<file path="src/rtl/count_sched_pkg.sv">
// Shared types and defaults for the count scheduler and its arbiter.
package count_sched_pkg;

    localparam int unsigned DEF_NUM_REQ = 4;
    localparam int unsigned DEF_WIDTH   = 4;

    typedef enum logic [1:0] {
        IDLE,
        GRANT,
        RUN,
        DONE
    } state_e;

    // Pointer width; floored at 1 so a single-requester build still has a legal vector.
    function automatic int unsigned ptr_w(input int unsigned n);
        return (n > 1) ? $clog2(n) : 1;
    endfunction

    localparam int unsigned PTR_W = ptr_w(DEF_NUM_REQ);

endpackage

</file>
<file path="src/rtl/rr_arbiter.sv">
// Combinational round-robin pick: first active request at or after ptr_i, wrapping.
module rr_arbiter
    import count_sched_pkg::*;
#(
    parameter int unsigned NUM_REQ = DEF_NUM_REQ,
    parameter int unsigned PTR_W   = ptr_w(NUM_REQ)
) (
    input  logic [NUM_REQ-1:0] req_i,
    input  logic [PTR_W-1:0]   ptr_i,
    output logic [NUM_REQ-1:0] gnt_o,
    output logic [PTR_W-1:0]   idx_o,
    output logic               valid_o
);

    function automatic logic [PTR_W-1:0] wrap_idx(input logic [PTR_W-1:0] p,
                                                  input int unsigned     off);
        int unsigned s;
        s = 32'(p) + off;
        if (s >= NUM_REQ) s = s - NUM_REQ;
        return PTR_W'(s);
    endfunction

    always_comb begin
        gnt_o   = '0;
        idx_o   = '0;
        valid_o = 1'b0;
        for (int unsigned i = 0; i < NUM_REQ; i++) begin
            if (!valid_o && req_i[wrap_idx(ptr_i, i)]) begin
                valid_o        = 1'b1;
                idx_o          = wrap_idx(ptr_i, i);
                gnt_o[idx_o]   = 1'b1;
            end
        end
    end

endmodule

</file>
<file path="src/rtl/count_scheduler.sv">
// Round-robin owner of a shared enable-gated counter: grants one requester,
// enables the counter for its burst length, then reports the count with done.
module count_scheduler
    import count_sched_pkg::*;
#(
    parameter int unsigned NUM_REQ = DEF_NUM_REQ,
    parameter int unsigned WIDTH   = DEF_WIDTH
) (
    input  logic                     clk,
    input  logic                     rst_n,
    input  logic [NUM_REQ-1:0]       req,
    input  logic [NUM_REQ*WIDTH-1:0] req_len,
    input  logic [WIDTH-1:0]         cnt_value,
    output logic                     cnt_en,
    output logic [NUM_REQ-1:0]       gnt,
    output logic                     busy,
    output logic                     done,
    output logic                     aborted,
    output logic [WIDTH-1:0]         done_count
);

    localparam int unsigned PW = ptr_w(NUM_REQ);

    state_e             state_q, state_d;
    logic [PW-1:0]      ptr_q, ptr_d;
    logic [PW-1:0]      win_q, win_d;
    logic [WIDTH-1:0]   len_q, len_d;
    logic [WIDTH-1:0]   ticks_q, ticks_d;
    logic [NUM_REQ-1:0] gnt_q, gnt_d;
    logic               cnt_en_q, cnt_en_d;
    logic               aborted_q, aborted_d;

    logic [NUM_REQ-1:0] arb_gnt;
    logic [PW-1:0]      arb_idx;
    logic               arb_valid;

    rr_arbiter #(
        .NUM_REQ (NUM_REQ),
        .PTR_W   (PW)
    ) u_arb (
        .req_i   (req),
        .ptr_i   (ptr_q),
        .gnt_o   (arb_gnt),
        .idx_o   (arb_idx),
        .valid_o (arb_valid)
    );

    always_ff @(posedge clk or negedge rst_n) begin
        if (!rst_n) begin
            state_q   <= IDLE;
            ptr_q     <= '0;
            win_q     <= '0;
            len_q     <= '0;
            ticks_q   <= '0;
            gnt_q     <= '0;
            cnt_en_q  <= 1'b0;
            aborted_q <= 1'b0;
        end else begin
            state_q   <= state_d;
            ptr_q     <= ptr_d;
            win_q     <= win_d;
            len_q     <= len_d;
            ticks_q   <= ticks_d;
            gnt_q     <= gnt_d;
            cnt_en_q  <= cnt_en_d;
            aborted_q <= aborted_d;
        end
    end

    always_comb begin
        state_d   = state_q;
        ptr_d     = ptr_q;
        win_d     = win_q;
        len_d     = len_q;
        ticks_d   = ticks_q;
        gnt_d     = gnt_q;
        cnt_en_d  = cnt_en_q;
        aborted_d = aborted_q;
        unique case (state_q)
            IDLE: begin
                if (arb_valid) begin
                    gnt_d   = arb_gnt;
                    win_d   = arb_idx;
                    len_d   = req_len[arb_idx*WIDTH +: WIDTH];
                    ticks_d = '0;
                    state_d = GRANT;
                end
            end
            GRANT: begin
                if (!req[win_q]) begin
                    aborted_d = 1'b1;
                    state_d   = DONE;
                end else if (len_q == '0) begin
                    state_d = DONE;
                end else begin
                    cnt_en_d = 1'b1;
                    state_d  = RUN;
                end
            end
            RUN: begin
                ticks_d = ticks_q + 1'b1;
                // A burst whose last increment coincides with req dropping counts as complete.
                if (ticks_q + 1'b1 == len_q) begin
                    cnt_en_d = 1'b0;
                    state_d  = DONE;
                end else if (!req[win_q]) begin
                    cnt_en_d  = 1'b0;
                    aborted_d = 1'b1;
                    state_d   = DONE;
                end
            end
            DONE: begin
                ptr_d     = (win_q == PW'(NUM_REQ - 1)) ? '0 : win_q + 1'b1;
                gnt_d     = '0;
                aborted_d = 1'b0;
                state_d   = IDLE;
            end
            default: state_d = IDLE;
        endcase
    end

    assign cnt_en     = cnt_en_q;
    assign gnt        = gnt_q;
    assign busy       = (state_q != IDLE);
    assign done       = (state_q == DONE);
    assign aborted    = aborted_q;
    assign done_count = done ? cnt_value : '0;

endmodule

</file>
<file path="config.mk">
export PLATFORM = sky130hd
export DESIGN_NAME = count_scheduler
export DESIGN_NICKNAME = d
export VERILOG_FILES = /design/src/rtl/count_sched_pkg.sv /design/src/rtl/rr_arbiter.sv /design/src/rtl/count_scheduler.sv
export SDC_FILE = /design/constraint.sdc
export NUM_CORES = 1
export LEC_CHECK = 0
export ABC_AREA = 1
export CORE_MARGIN = 2
export CORE_UTILIZATION = 30
export CTS_CLUSTER_SIZE = 12
export DETAILED_ROUTE_END_ITERATION = 10
export GPL_ROUTABILITY_DRIVEN = 0
export GPL_TIMING_DRIVEN = 0
export PLACE_DENSITY = 0.52
export SKIP_LAST_GASP = 1
export SLEW_MARGIN = 20
export SYNTH_ARGS = -nofsm -noshare
export SYNTH_HDL_FRONTEND = slang
export SYNTH_SLANG_ARGS = --single-unit
</file>
<file path="constraint.sdc">
create_clock -name clk -period 2 [get_ports clk]
set_clock_uncertainty 0.15 [all_clocks]
set_input_delay 0.6 -clock clk [delete_from_list [all_inputs] [get_ports clk]]
set_output_delay 0.6 -clock clk [all_outputs]
set_load 0.02 [all_outputs]
</file>
# Yosys cells after proc, flatten, opt, wreduce, memory -nomap -nowiden
# Cells that the tools add are included.
# Widths: inputs -> output; s select.
[classes]
bitwise = 3
n_reduce_logical = 23
div_mod_pow = 0
eq_ne = 10
multipliers = 0
n_mux = 58
add_sub_neg = 9
magnitude_cmp = 17
n_shift = 1
[ops]
columns = ["operator", "n"]
rows = [
  ["$mux 2", 16],
  ["$mux 4", 7],
  ["$lt 2x3->1 const B", 9],
  ["$mux 1", 21],
  ["$pmux 4 s2", 2],
  ["$shiftx 16x5->4", 1],
  ["$or 4x4->4", 3],
  ["$bmux 1 s2", 5],
  ["$reduce_and 2->1", 5],
  ["$ge 3x3->1 const B", 3],
  ["$demux 1 s2", 4],
  ["$ge 2x1->1 const B", 4],
  ["$ne 2x2->1 const B", 4],
  ["$pmux 2 s4", 1],
  ["$reduce_bool 2->1", 4],
  ["$sub 2x1->2 const B", 4],
  ["$logic_and 1x1->1", 7],
  ["$add 2x2->3 const B", 2],
  ["$eq 2x2->1 const B", 3],
  ["$add 4x1->4 const B", 1],
  ["$eq 4x4->1", 1],
  ["$logic_not 4->1", 1],
  ["$reduce_and 4->1", 1],
  ["$add 2x1->3 const B", 1],
  ["9 further kinds", 11],
]
[word_totals]
rom_bits = 0
latch_bits = 0
n_memories = 0
ff_bits = 20
ram_bits = 0
word_cells = 129

# Logic depth before layout (Yosys ltp)
# Gate-level depths: netlist of the first run.
[depth]
depth_word = 22
mapped_depth = 14
mapped_depth_nobuf = 14

# By module
# From an unflattened synthesis of the first run, not the netlist that was laid out.
[unflattened]
cells_unflattened = 245
area_unflattened_um2 = 1651.6
[modules_own_cells]
columns = ["module", "seq_area_each_um2", "n_inst", "cells_each", "area_each_um2"]
rows = [
  ["count_scheduler", 500.5, 1, 171, 1216.2],
  ["rr_arbiter", 0.0, 1, 74, 435.4],
]

# Worst setup path before layout of the first run
# OpenSTA, ideal clock, no wires.
[synth_path]
path_kind = "register to register"
startpoint = "register ptr_q[0]"
endpoint = "register len_q[2]"
setup_slack_ps = -210
setup_time_ps = 124
t_required_ps = 1726
stages_incl_launch_ff = 15
period_less_slack_ps = 2210
n_path_buf = 1
arrival_time_ps = 1936
path_cell_list = "dfrtp_1 inv_2 ha_1 inv_1 nand2_1 nand2_4 nor2_8 nand3_2 nand3_2 buf_6 inv_2 nand2_1 nand2_1 nand2_1 nand3_1"
[synth_between]
elab_chain_len = 15
[synth_lines]
columns = ["item", "line", "text"]
rows = [
  ["start, declared", "count_scheduler.sv:25", "logic [PW-1:0] ptr_q, ptr_d;"],
  ["start signal, assigned", "count_scheduler.sv:60", "ptr_q <= ptr_d;"],
  ["parallel branches: the longest is 15 deep, another holds $add 2x1->3", "n/a", ""],
  ["end signal, assigned", "count_scheduler.sv:62", "len_q <= len_d;"],
  ["end, declared", "count_scheduler.sv:27", "logic [WIDTH-1:0] len_q, len_d;"],
]
# Parallel ways; which one is timed is not known. The select of a mux whose other input is x is not followed.
# A chain may end at the register's enable or synchronous reset.

# Worst setup path in the final report of the first run
[layout_path]
startpoint = "input cnt_value[1]"
endpoint = "output done_count[1]"
[layout_between]
elab_chain_len = 1
[layout_lines]
columns = ["item", "line", "text"]
rows = [
  ["start, declared", "count_scheduler.sv:13", "input logic [WIDTH-1:0] cnt_value,"],
  ["$mux 4", "count_scheduler.sv:127", "assign done_count = done ? cnt_value : '0;"],
  ["end, declared", "count_scheduler.sv:19", "output logic [WIDTH-1:0] done_count"],
]
# Every way passes these cells.

==> impl_results.html, run 1 <==
<table>
<tr><th>Metric</th><th>Value</th></tr>
<tr><th colspan="2">Synth</th></tr>
<tr><td>Syn Inst Count</td><td>239</td></tr>
<tr><td>Dominant cell type by area after synthesis</td><td>sky130_fd_sc_hd__dfrtp_1</td></tr>
<tr><td>Post-synthesis net count</td><td>279</td></tr>
<tr><td>Yosys reg bits</td><td>20</td></tr>
<tr><td>Top area cells in the synthesized netlist</td><td>sky130_fd_sc_hd__dfrtp_1 30%, sky130_fd_sc_hd__nand2_1 16%, sky130_fd_sc_hd__ha_1 10%</td></tr>
<tr><td>Number of distinct library cells after synthesis</td><td>32</td></tr>
<tr><td>Sequential fraction of the synthesis area</td><td>between 20% and 30%</td></tr>
<tr><td>Proportion of synthesized flip-flops having asynchronous set or reset</td><td>between 90% and 100%</td></tr>
<tr><td>Number of warnings reported in the yosys synthesis log</td><td>0</td></tr>
<tr><td>Cell area after technology mapping</td><td>1690 um2</td></tr>
<tr><td>Most used DFF post-synth</td><td>sky130_fd_sc_hd__dfrtp_1</td></tr>
<tr><td>Area share of the largest cell type after synthesis</td><td>29.6%</td></tr>
<tr><td>Post-Synthesis Mean Instance Area</td><td>between 7 and 8 um2</td></tr>
<tr><td>Number of enable flip-flop cells after synthesis</td><td>0</td></tr>
<tr><th colspan="2">Detailed routing</th></tr>
<tr><td>Overall via count from detail_route</td><td>1730</td></tr>
<tr><td>Remaining DRCs</td><td>0</td></tr>
<tr><td>Average via count per standard cell</td><td>4.63</td></tr>
<tr><td>Number of routed nets with antenna violations</td><td>0</td></tr>
<tr><td>Number of design-rule violations left by the first detailed-router iteration</td><td>53</td></tr>
<tr><td>Number of search-and-repair iterations in the first detailed-routing pass</td><td>4</td></tr>
<tr><td>Post-detailed-routing wire length</td><td>4320 um</td></tr>
<tr><td>Average routed wire per standard cell</td><td>11.5 um</td></tr>
<tr><th colspan="2">Timing</th></tr>
<tr><td>Final-report hold violation count</td><td>0</td></tr>
<tr><td>Max-slew violation total from the final report</td><td>0</td></tr>
<tr><td>Relative slew slack</td><td>about 40%</td></tr>
<tr><td>Worst Slack Setup Final</td><td>-45.4 ps</td></tr>
<tr><td>Hold WS</td><td>~340 ps</td></tr>
<tr><td>RSZ-0062 raised after global routing</td><td>true</td></tr>
<tr><td>Achievable frequency</td><td>0.489 GHz</td></tr>
<tr><td>Setup TNS</td><td>-45.4 ps</td></tr>
<tr><td>Post-route fraction of the period consumed by the critical path</td><td>102%</td></tr>
<tr><td>Slew at the pin with the worst max-slew slack</td><td>900 ps</td></tr>
<tr><td>Shortest clock period the worst path allows after layout</td><td>roughly 2000 ps</td></tr>
<tr><td>Final setup violation count</td><td>1</td></tr>
<tr><th colspan="2">Floorplanning</th></tr>
<tr><td>Standard-cell row count</td><td>27</td></tr>
<tr><td>Height of the die</td><td>79.1 um</td></tr>
<tr><td>DIE WIDTH</td><td>79.1 um</td></tr>
<tr><td>Effective utilization at floorplan</td><td>30.9%</td></tr>
<tr><td>Core Area</td><td>5470 um2</td></tr>
<tr><td>Die outline area</td><td>roughly 6300 um2</td></tr>
<tr><td># IOs</td><td>38</td></tr>
<tr><th colspan="2">Power and ir drop</th></tr>
<tr><td>Worst vdd ir</td><td>around 0.86 mV</td></tr>
<tr><td>Clock share of power</td><td>6.5%</td></tr>
<tr><td>Int Pwr</td><td>2.40 mW</td></tr>
<tr><td>Share of power burned in combinational logic</td><td>77.6%</td></tr>
<tr><td>Switching power of the nets</td><td>2.46 mW</td></tr>
<tr><td>Fraction of power consumed by sequential logic</td><td>between 10% and 20%</td></tr>
<tr><td>Switching portion of total power</td><td>50.6%</td></tr>
<tr><td>Power density over the cells</td><td>1880 nW/um2</td></tr>
<tr><td>Leakage dissipation</td><td>1.33 nW</td></tr>
<tr><th colspan="2">Cells and area</th></tr>
<tr><td>Design Area, Final</td><td>roughly 2600 um2</td></tr>
<tr><td>Final-stage net count</td><td>343</td></tr>
<tr><td>Filler-free cell count of the finished design</td><td>374</td></tr>
<tr><td>Number of antenna repair diodes</td><td>0</td></tr>
<tr><td>Sequential cell area in the final layout</td><td>503 um2</td></tr>
<tr><td>Final-layout fill cell count</td><td>between 500 and 600</td></tr>
<tr><td>Area Growth Syn to Fin</td><td>52.8%</td></tr>
<tr><td>Ratio of cells with drive above 1 in the final layout</td><td>around 34%</td></tr>
<tr><td>Area of combinational cells with multiple inputs</td><td>roughly 1200 um2</td></tr>
<tr><th colspan="2">Min path</th></tr>
<tr><td>Worst min-delay path endpoint</td><td>aborted</td></tr>
<tr><td>Number of cells on the worst hold path</td><td>2</td></tr>
<tr><td>Class of the tightest hold or removal check</td><td>reg2reg</td></tr>
<tr><td>Startpoint of the most critical hold path</td><td>aborted</td></tr>
<tr><th colspan="2">Global routing</th></tr>
<tr><td>Maximum number of pins on one net before global-route repair</td><td>21</td></tr>
<tr><td>Via count of the first global-routing pass</td><td>1667</td></tr>
<tr><td>Global-route wire length before repair</td><td>between 7000 and 8000 um</td></tr>
<tr><td>Total routing usage reported by global routing</td><td>14.9%</td></tr>
<tr><td>Total overflow reported by the global router</td><td>0</td></tr>
<tr><td>Number of antenna violations at the first check in global routing</td><td>0</td></tr>
<tr><th colspan="2">Clocking</th></tr>
<tr><td>H-Tree Level Count</td><td>1</td></tr>
<tr><td>CTS buffer count</td><td>3</td></tr>
<tr><td>Cell at the root of the clock tree</td><td>sky130_fd_sc_hd__clkbuf_8</td></tr>
<tr><td>Clock sink count</td><td>20</td></tr>
<tr><td>Worst-case clock buffer depth</td><td>2</td></tr>
<tr><td>Clock-pin slew on the worst setup and hold paths</td><td>80 ps</td></tr>
<tr><td>CTS tree</td><td>yes</td></tr>
<tr><td>CTS Hold Bufs</td><td>0</td></tr>
<tr><td>Latest clock arrival within the worst-skew pair</td><td>about 260 ps</td></tr>
<tr><th colspan="2">Setup path</th></tr>
<tr><td>Capturing point of the worst reg2reg path</td><td>len_q[1]</td></tr>
<tr><td>Startpoint class of the critical path</td><td>input pin</td></tr>
<tr><td>Setup slack of the most critical reg-to-reg path</td><td>10 ps</td></tr>
<tr><td>CP Data Arrival Time</td><td>1300 ps</td></tr>
<tr><td>Category of the most critical setup path</td><td>in2out</td></tr>
<tr><td>Number of cells on the worst reg-to-reg path</td><td>14</td></tr>
<tr><td>Required @ worst endpoint</td><td>1250 ps</td></tr>
<tr><td>Worst-path maximum fanout</td><td>1</td></tr>
<tr><td>Endpoint class of the critical path</td><td>primary output</td></tr>
<tr><td>Startpoint of the worst register-to-register path</td><td>ptr_q[0]</td></tr>
<tr><th colspan="2">Placement</th></tr>
<tr><td>Total cell area at the placement stage</td><td>2180 um2</td></tr>
<tr><td>Estimated wirelength of the detail-placed design</td><td>3210 um</td></tr>
<tr><td>Post-placement setup slack</td><td>-670 ps</td></tr>
<tr><td>Placed instance count</td><td>348</td></tr>
<tr><td>Number of input and output port buffers inserted</td><td>37</td></tr>
<tr><th colspan="2">Run status</th></tr>
<tr><td>Result of the run</td><td>finished, violations left</td></tr>
<tr><td>Violations in the final reports</td><td>setup timing</td></tr>
<tr><th colspan="2">Flow run</th></tr>
<tr><td>Max-cap violations</td><td>0</td></tr>
</table>
power groups by stage:
stage,Sequential [mW],Combinational [mW],Clock (mW)
3_3_place_gp,0.807,2.84,0
6_report,0.772,3.77,0.315
3_5_place_dp,0.810,2.85,0
4_1_cts,0.771,3.51,0.321
2_1_floorplan,0.816,2.12,0
5_1_grt,0.803,4.23,0.340
sequential cells by signal (all words and copies together), names as in the netlist:
| name | cells |
|---|---|
| ticks_q | 4 |
| aborted | 1 |
| len_q | 4 |
| win_q | 2 |
| ptr_q | 2 |
| cnt_en | 1 |
| gnt | 4 |
| state_q | 2 |
how the worst max path moves through the flow:
stage                      start            end  slack, ps  cells after the start
global route            ptr_q[0]       len_q[2]       -110                     14
detailed placement        req[1]       len_q[1]       -670                     15
CTS                 cnt_value[1]  done_count[1]       -150                      4
floorplan               ptr_q[0]       len_q[2]          1                     13
global placement          req[1]       len_q[1]       -660                     15
finish              cnt_value[1]  done_count[1]        -50                      4
synthesized netlist by cell type (4+ instances only):
master and instances:
sky130_fd_sc_hd__nand2_2 6, sky130_fd_sc_hd__o22ai_1 4, sky130_fd_sc_hd__nand2_1 70, sky130_fd_sc_hd__o21ai_0 11, sky130_fd_sc_hd__dfrtp_1 20, sky130_fd_sc_hd__a21oi_1 10, sky130_fd_sc_hd__nand3_2 5, sky130_fd_sc_hd__a22oi_1 4
sky130_fd_sc_hd__ha_1 14, sky130_fd_sc_hd__nor2_1 8, sky130_fd_sc_hd__inv_1 33, sky130_fd_sc_hd__nand3_1 22
per-layer routing:
| metal | share of wire, % | vias to the layer above | GRT usage (%) |
|---|---|---|---|
| met5 | 0 | - | 0 |
| met4 | 0.58 | 0 | 2.59 |
| met3 | 2.3 | 2 | 1.14 |
| met2 | 47 | 30 | 24.2 |
| met1 | 50 | 792 | 21.8 |
| li1 | - | 906 | - |
timing repair:
action / 4_1_cts / 5_1_grt
resized for setup: 71 / 35
pin swaps: 22 / 12
gates cloned: 1 / 0
setup buffers: 18 / 3
endpoints found under the setup margin: 23 / 25
critical path, stage by stage:
cell,delay (ps)
sky130_fd_sc_hd__clkdlybuf4s50_1,450
sky130_fd_sc_hd__nand2_1,50
sky130_fd_sc_hd__inv_1,40
sky130_fd_sc_hd__buf_2,150
area by class of cell:
cell class	instances	share of cell area [%]
Buffer	3	1.45
Clock buffer	4	2.13
Inverter	36	5.71
Multi-Input combinational cell	180	47.5
Sequential cell	20	19.4
Tap cell	72	3.48
Timing Repair Buffer	59	20.3
logic make-up (layout without fill, tap and decap cells):
| kind of cell | after synthesis | in the layout | share of synthesized area (%) |
|---|---|---|---|
| and+or+nand+nor | 123 | 123 | 35.0 |
| buffers and inverters | 39 | 102 | 9.31 |
| AOI/OAI and AO/OA | 38 | 38 | 13.2 |
| xor gates and xnor gates | 5 | 5 | 2.59 |
| adders and majority gates | 14 | 14 | 10.3 |
| DFF | 20 | 20 | 29.6 |
through the flow:
| step | utilization, % | total power [mW] |
|---|---|---|
| floorplan | - | 2.94 |
| global placement | 39.8 | 3.65 |
| detailed placement | 39.8 | 3.66 |
| CTS | 45.3 | 4.61 |
| global route | 47.3 | 5.37 |
| finish | 47.3 | 4.86 |
placed cells by master, fill, tap and decap left out, types with 3 or more instances in the layout:
cell type,n
sky130_fd_sc_hd__nand2_1,53
sky130_fd_sc_hd__inv_1,24
sky130_fd_sc_hd__clkdlybuf4s50_1,21
sky130_fd_sc_hd__buf_4,20
sky130_fd_sc_hd__nand3_1,18
sky130_fd_sc_hd__dfrtp_1,18
sky130_fd_sc_hd__nand2_2,16
sky130_fd_sc_hd__ha_1,11
sky130_fd_sc_hd__o21ai_0,10
sky130_fd_sc_hd__inv_2,9
sky130_fd_sc_hd__nand2_4,9
sky130_fd_sc_hd__a21oi_1,7
sky130_fd_sc_hd__nand3_2,6
sky130_fd_sc_hd__buf_6,6
sky130_fd_sc_hd__nor2_1,6
sky130_fd_sc_hd__o22ai_1,4
sky130_fd_sc_hd__clkbuf_8,4
sky130_fd_sc_hd__dlygate4sd2_1,4
sky130_fd_sc_hd__nand3_4,3
sky130_fd_sc_hd__a21oi_2,3
sky130_fd_sc_hd__nand4_1,3
sky130_fd_sc_hd__a22oi_1,3
sky130_fd_sc_hd__buf_2,3
sky130_fd_sc_hd__dlymetal6s2s_1,3
Note: power is estimated with default switching activity, not from simulation.
==> inputs of run 2 (changes only) <==
--- a/config.mk
+++ b/config.mk
@@ -10,7 +10,6 @@
 export CORE_UTILIZATION = 30
 export CTS_CLUSTER_SIZE = 12
 export DETAILED_ROUTE_END_ITERATION = 10
-export GPL_ROUTABILITY_DRIVEN = 0
 export GPL_TIMING_DRIVEN = 0
 export PLACE_DENSITY = 0.52
 export SKIP_LAST_GASP = 1
==> results of run 2 <==
Final layout, timing and power as in run 1 (identical DEF).
==> inputs of run 3 (changes only) <==
--- a/config.mk
+++ b/config.mk
@@ -8,9 +8,9 @@
 export ABC_AREA = 1
 export CORE_MARGIN = 2
 export CORE_UTILIZATION = 30
+export CTS_CLUSTER_DIAMETER = 60
 export CTS_CLUSTER_SIZE = 12
 export DETAILED_ROUTE_END_ITERATION = 10
-export GPL_TIMING_DRIVEN = 0
 export PLACE_DENSITY = 0.52
 export SKIP_LAST_GASP = 1
 export SLEW_MARGIN = 20
==> run 3 against run 2 <==
Against the previous run: the run still ends with setup timing left; critical path depth grew 11; worst setup slack gained 27 ps; flip-flop and latch count is the same; sequential share of layout area shrank 1.5 points; global-route usage is essentially flat; cell count grew 4.8%; first-iteration DRC count is the same; fmax grew 1.3%; total power grew 12%; utilization grew 3.9 points; sequential power shrank 2%; critical endpoint is now len_q[1]; largest cell class unchanged; largest power group unchanged; highest routed layer unchanged.
==> impl_results.html, run 3 (synthesized netlist as in run 1, its figures left out) <==
<table>
<tr><th>Metric</th><th>Value</th></tr>
<tr><th colspan="2">Clocking</th></tr>
<tr><td>Cell at the root of the clock tree</td><td>sky130_fd_sc_hd__clkbuf_8 (unchanged)</td></tr>
<tr><td>Clock-pin slew on the worst setup and hold paths</td><td>80 ps (about the same)</td></tr>
<tr><td>Clock sink count</td><td>20 (unchanged)</td></tr>
<tr><td>Latest clock arrival within the worst-skew pair</td><td>260 ps (about the same)</td></tr>
<tr><td>CTS buffer count</td><td>3 (unchanged)</td></tr>
<tr><td>H-Tree Level Count</td><td>1 (unchanged)</td></tr>
<tr><td>CTS tree</td><td>yes (unchanged)</td></tr>
<tr><td>Worst-case clock buffer depth</td><td>2 (unchanged)</td></tr>
<tr><th colspan="2">Setup path</th></tr>
<tr><td>Startpoint class of the critical path</td><td>input pin (unchanged)</td></tr>
<tr><td>Setup slack of the most critical reg-to-reg path</td><td>-10 ps (was 10 ps)</td></tr>
<tr><td>Startpoint of the worst register-to-register path</td><td>ptr_q[0] (unchanged)</td></tr>
<tr><td>Capturing point of the worst reg2reg path</td><td>ticks_q[1] (was len_q[1])</td></tr>
<tr><td>CP Data Arrival Time</td><td>2070 ps (was 1300 ps)</td></tr>
<tr><td>Endpoint class of the critical path</td><td>flop (was primary output)</td></tr>
<tr><td>Required @ worst endpoint</td><td>2050 ps (was 1250 ps)</td></tr>
<tr><td>Category of the most critical setup path</td><td>in2reg (was in2out)</td></tr>
<tr><td>Number of cells on the worst reg-to-reg path</td><td>10 (was 14)</td></tr>
<tr><td>Worst-path maximum fanout</td><td>4 (was 1)</td></tr>
<tr><th colspan="2">Cells and area</th></tr>
<tr><td>Number of antenna repair diodes</td><td>0 (unchanged)</td></tr>
<tr><td>Area Growth Syn to Fin</td><td>65.5% (was 52.8%)</td></tr>
<tr><td>Ratio of cells with drive above 1 in the final layout</td><td>37.8% (was 33.8%)</td></tr>
<tr><td>Final-stage net count</td><td>361 (was 343)</td></tr>
<tr><td>Commonest cells after routing, fill and taps aside</td><td>54 x sky130_fd_sc_hd__nand2_1, 36 x sky130_fd_sc_hd__buf_4, 26 x sky130_fd_sc_hd__inv_1 (was 53 x sky130_fd_sc_hd__nand2_1, 24 x sky130_fd_sc_hd__inv_1, 21 x sky130_fd_sc_hd__clkdlybuf4s50_1)</td></tr>
<tr><td>Most common library cell in the layout ignoring fill and taps</td><td>sky130_fd_sc_hd__nand2_1 (unchanged)</td></tr>
<tr><td>Filler-free cell count of the finished design</td><td>392 (was 374)</td></tr>
<tr><td>Final-layout fill cell count</td><td>576 (was 570)</td></tr>
<tr><th colspan="2">Global routing</th></tr>
<tr><td>Number of antenna violations at the first check in global routing</td><td>0 (unchanged)</td></tr>
<tr><td>Maximum number of pins on one net before global-route repair</td><td>21 (unchanged)</td></tr>
<tr><td>Total overflow reported by the global router</td><td>0 (unchanged)</td></tr>
<tr><td>Total routing usage reported by global routing</td><td>14.9% (about the same)</td></tr>
<tr><td>Via count of the first global-routing pass</td><td>1683 (was 1667)</td></tr>
<tr><td>Global-route wire length before repair</td><td>7580 um (was 7650 um)</td></tr>
<tr><th colspan="2">Floorplanning</th></tr>
<tr><td>Core Area</td><td>5470 um2 (unchanged)</td></tr>
<tr><td>Effective utilization at floorplan</td><td>30.9% (unchanged)</td></tr>
<tr><td>Standard-cell row count</td><td>27 (unchanged)</td></tr>
<tr><td># IOs</td><td>38 (unchanged)</td></tr>
<tr><td>Die outline area</td><td>6260 um2 (unchanged)</td></tr>
<tr><td>Height of the die</td><td>79.1 um (unchanged)</td></tr>
<tr><td>DIE WIDTH</td><td>79.1 um (unchanged)</td></tr>
<tr><th colspan="2">Detailed routing</th></tr>
<tr><td>Number of routed nets with antenna violations</td><td>0 (unchanged)</td></tr>
<tr><td>Number of design-rule violations left by the first detailed-router iteration</td><td>53 (unchanged)</td></tr>
<tr><td>Average via count per standard cell</td><td>4.54 (was 4.63)</td></tr>
<tr><td>Remaining DRCs</td><td>0 (unchanged)</td></tr>
<tr><td>Overall via count from detail_route</td><td>1779 (was 1730)</td></tr>
<tr><td>Number of search-and-repair iterations in the first detailed-routing pass</td><td>4 (unchanged)</td></tr>
<tr><td>Post-detailed-routing wire length</td><td>4680 um (was 4320 um)</td></tr>
<tr><td>Average routed wire per standard cell</td><td>11.9 um (was 11.5 um)</td></tr>
<tr><th colspan="2">Min path</th></tr>
<tr><td>Startpoint of the most critical hold path</td><td>aborted (unchanged)</td></tr>
<tr><td>Class of the tightest hold or removal check</td><td>reg2reg (unchanged)</td></tr>
<tr><td>Worst min-delay path endpoint</td><td>aborted (unchanged)</td></tr>
<tr><td>Number of cells on the worst hold path</td><td>2 (unchanged)</td></tr>
<tr><th colspan="2">Placement</th></tr>
<tr><td>Number of input and output port buffers inserted</td><td>37 (unchanged)</td></tr>
<tr><td>Estimated wirelength of the detail-placed design</td><td>3550 um (was 3210 um)</td></tr>
<tr><td>Placed instance count</td><td>382 (was 348)</td></tr>
<tr><td>Final weighted congestion of routability-driven global placement</td><td>0.825 (was 0.790)</td></tr>
<tr><th colspan="2">Timing</th></tr>
<tr><td>RSZ-0062 raised after global routing</td><td>true (unchanged)</td></tr>
<tr><td>Final setup violation count</td><td>2 (was 1)</td></tr>
<tr><td>Final-report hold violation count</td><td>0 (unchanged)</td></tr>
<tr><td>Shortest clock period the worst path allows after layout</td><td>2020 ps (was 2050 ps)</td></tr>
<tr><td>Max-slew violation total from the final report</td><td>0 (unchanged)</td></tr>
<tr><td>Achievable frequency</td><td>0.495 GHz (was 0.489 GHz)</td></tr>
<tr><td>Worst Slack Setup Final</td><td>-18.6 ps (was -45.4 ps)</td></tr>
<tr><td>Slew at the pin with the worst max-slew slack</td><td>286 ps (was 900 ps)</td></tr>
<tr><td>Relative slew slack</td><td>80.9% (was 39.8%)</td></tr>
<tr><td>Post-route fraction of the period consumed by the critical path</td><td>101% (was 102%)</td></tr>
<tr><td>Hold WS</td><td>356 ps (was 341 ps)</td></tr>
<tr><td>Setup TNS</td><td>-29.3 ps (was -45.4 ps)</td></tr>
<tr><th colspan="2">Run status</th></tr>
<tr><td>Result of the run</td><td>finished, violations left (unchanged)</td></tr>
<tr><td>Violations in the final reports</td><td>setup timing (unchanged)</td></tr>
<tr><th colspan="2">Power and ir drop</th></tr>
<tr><td>Leakage dissipation</td><td>1.45 nW (was 1.33 nW)</td></tr>
<tr><td>Worst vdd ir</td><td>0.753 mV (was 0.856 mV)</td></tr>
<tr><td>Sum of internal, switching and leakage power</td><td>5.44 mW (was 4.86 mW)</td></tr>
<tr><td>Power density over the cells</td><td>1940 nW/um2 (was 1880 nW/um2)</td></tr>
<tr><th colspan="2">Flow run</th></tr>
<tr><td>Max-cap violations</td><td>0 (unchanged)</td></tr>
</table>
==> run 3: layer usage <==
layer	up-vias	track usage, %	part of all wire [%]
met4	0	2.59	0.85
met5	-	0	0
met3	4	1.36	2.2
li1	953	-	-
met1	796	20.8	48
met2	26	25.4	49
==> run 3: critical path, stage by stage <==
cell                            delay, ps
sky130_fd_sc_hd__dlygate4sd2_1        260
sky130_fd_sc_hd__buf_6                130
sky130_fd_sc_hd__nand2_4               70
sky130_fd_sc_hd__nand2_2               50
sky130_fd_sc_hd__nand2_2               80
sky130_fd_sc_hd__nand2_4               70
sky130_fd_sc_hd__nor2_8               120
sky130_fd_sc_hd__nand2_1               80
sky130_fd_sc_hd__nand2_2               90
sky130_fd_sc_hd__nor2_2                50
sky130_fd_sc_hd__nor2_2               160
sky130_fd_sc_hd__nand3_1              100
sky130_fd_sc_hd__nand2_1               90
sky130_fd_sc_hd__nand2_1               60
sky130_fd_sc_hd__nand2_1               60
==> run 3: stage by stage <==
step	utilization [%]	worst slack, ps	instance area, um2
floorplan	-	1.33	1720
global placement	44.7	-594	2450
detailed placement	44.7	-632	2450
CTS	48.7	-26.9	2670
global route	51.2	-118	2800
finish	51.2	-18.6	2800
==> run 3: where the power goes <==
part / switching (mW) / total (mW) / internal (mW) / leakage, nW
registers: 0.159 / 0.760 / 0.601 / 0.248
clock network: 0.142 / 0.409 / 0.267 / 0.0357
logic: 2.33 / 4.27 / 1.94 / 1.17
==> run 3: repair_timing <==
item / CTS / global route
gates cloned: 1 / 0
pin swaps: 19 / 26
hold buffers: 0 / 0
resized for setup: 74 / 42
endpoints found under the setup margin: 24 / 25
setup buffers: 5 / 3
==> run 3: worst max path at each step <==
stage	start	endpoint	slack, ps	cells after the start
after floorplan	ptr_q[0]	len_q[2]	1	13
after global placement	req[1]	len_q[2]	-590	15
after detailed placement	req[3]	len_q[3]	-630	12
after CTS	ptr_q[0]	len_q[1]	-30	14
after global routing	req[1]	len_q[1]	-120	15
final	req[1]	len_q[1]	-20	15
==> run 3: final cells by class <==
class                           count  area (um2)  share of cell area (%)
Clock inverter                      1        30.0                    1.07
Tap cell                           72        90.1                    3.22
Inverter                           36         143                    5.09
Timing Repair Buffer               79         729                    26.0
Multi-Input combinational cell    181        1260                    45.2
Sequential cell                    20         503                    18.0
Clock buffer                        3        41.3                    1.47
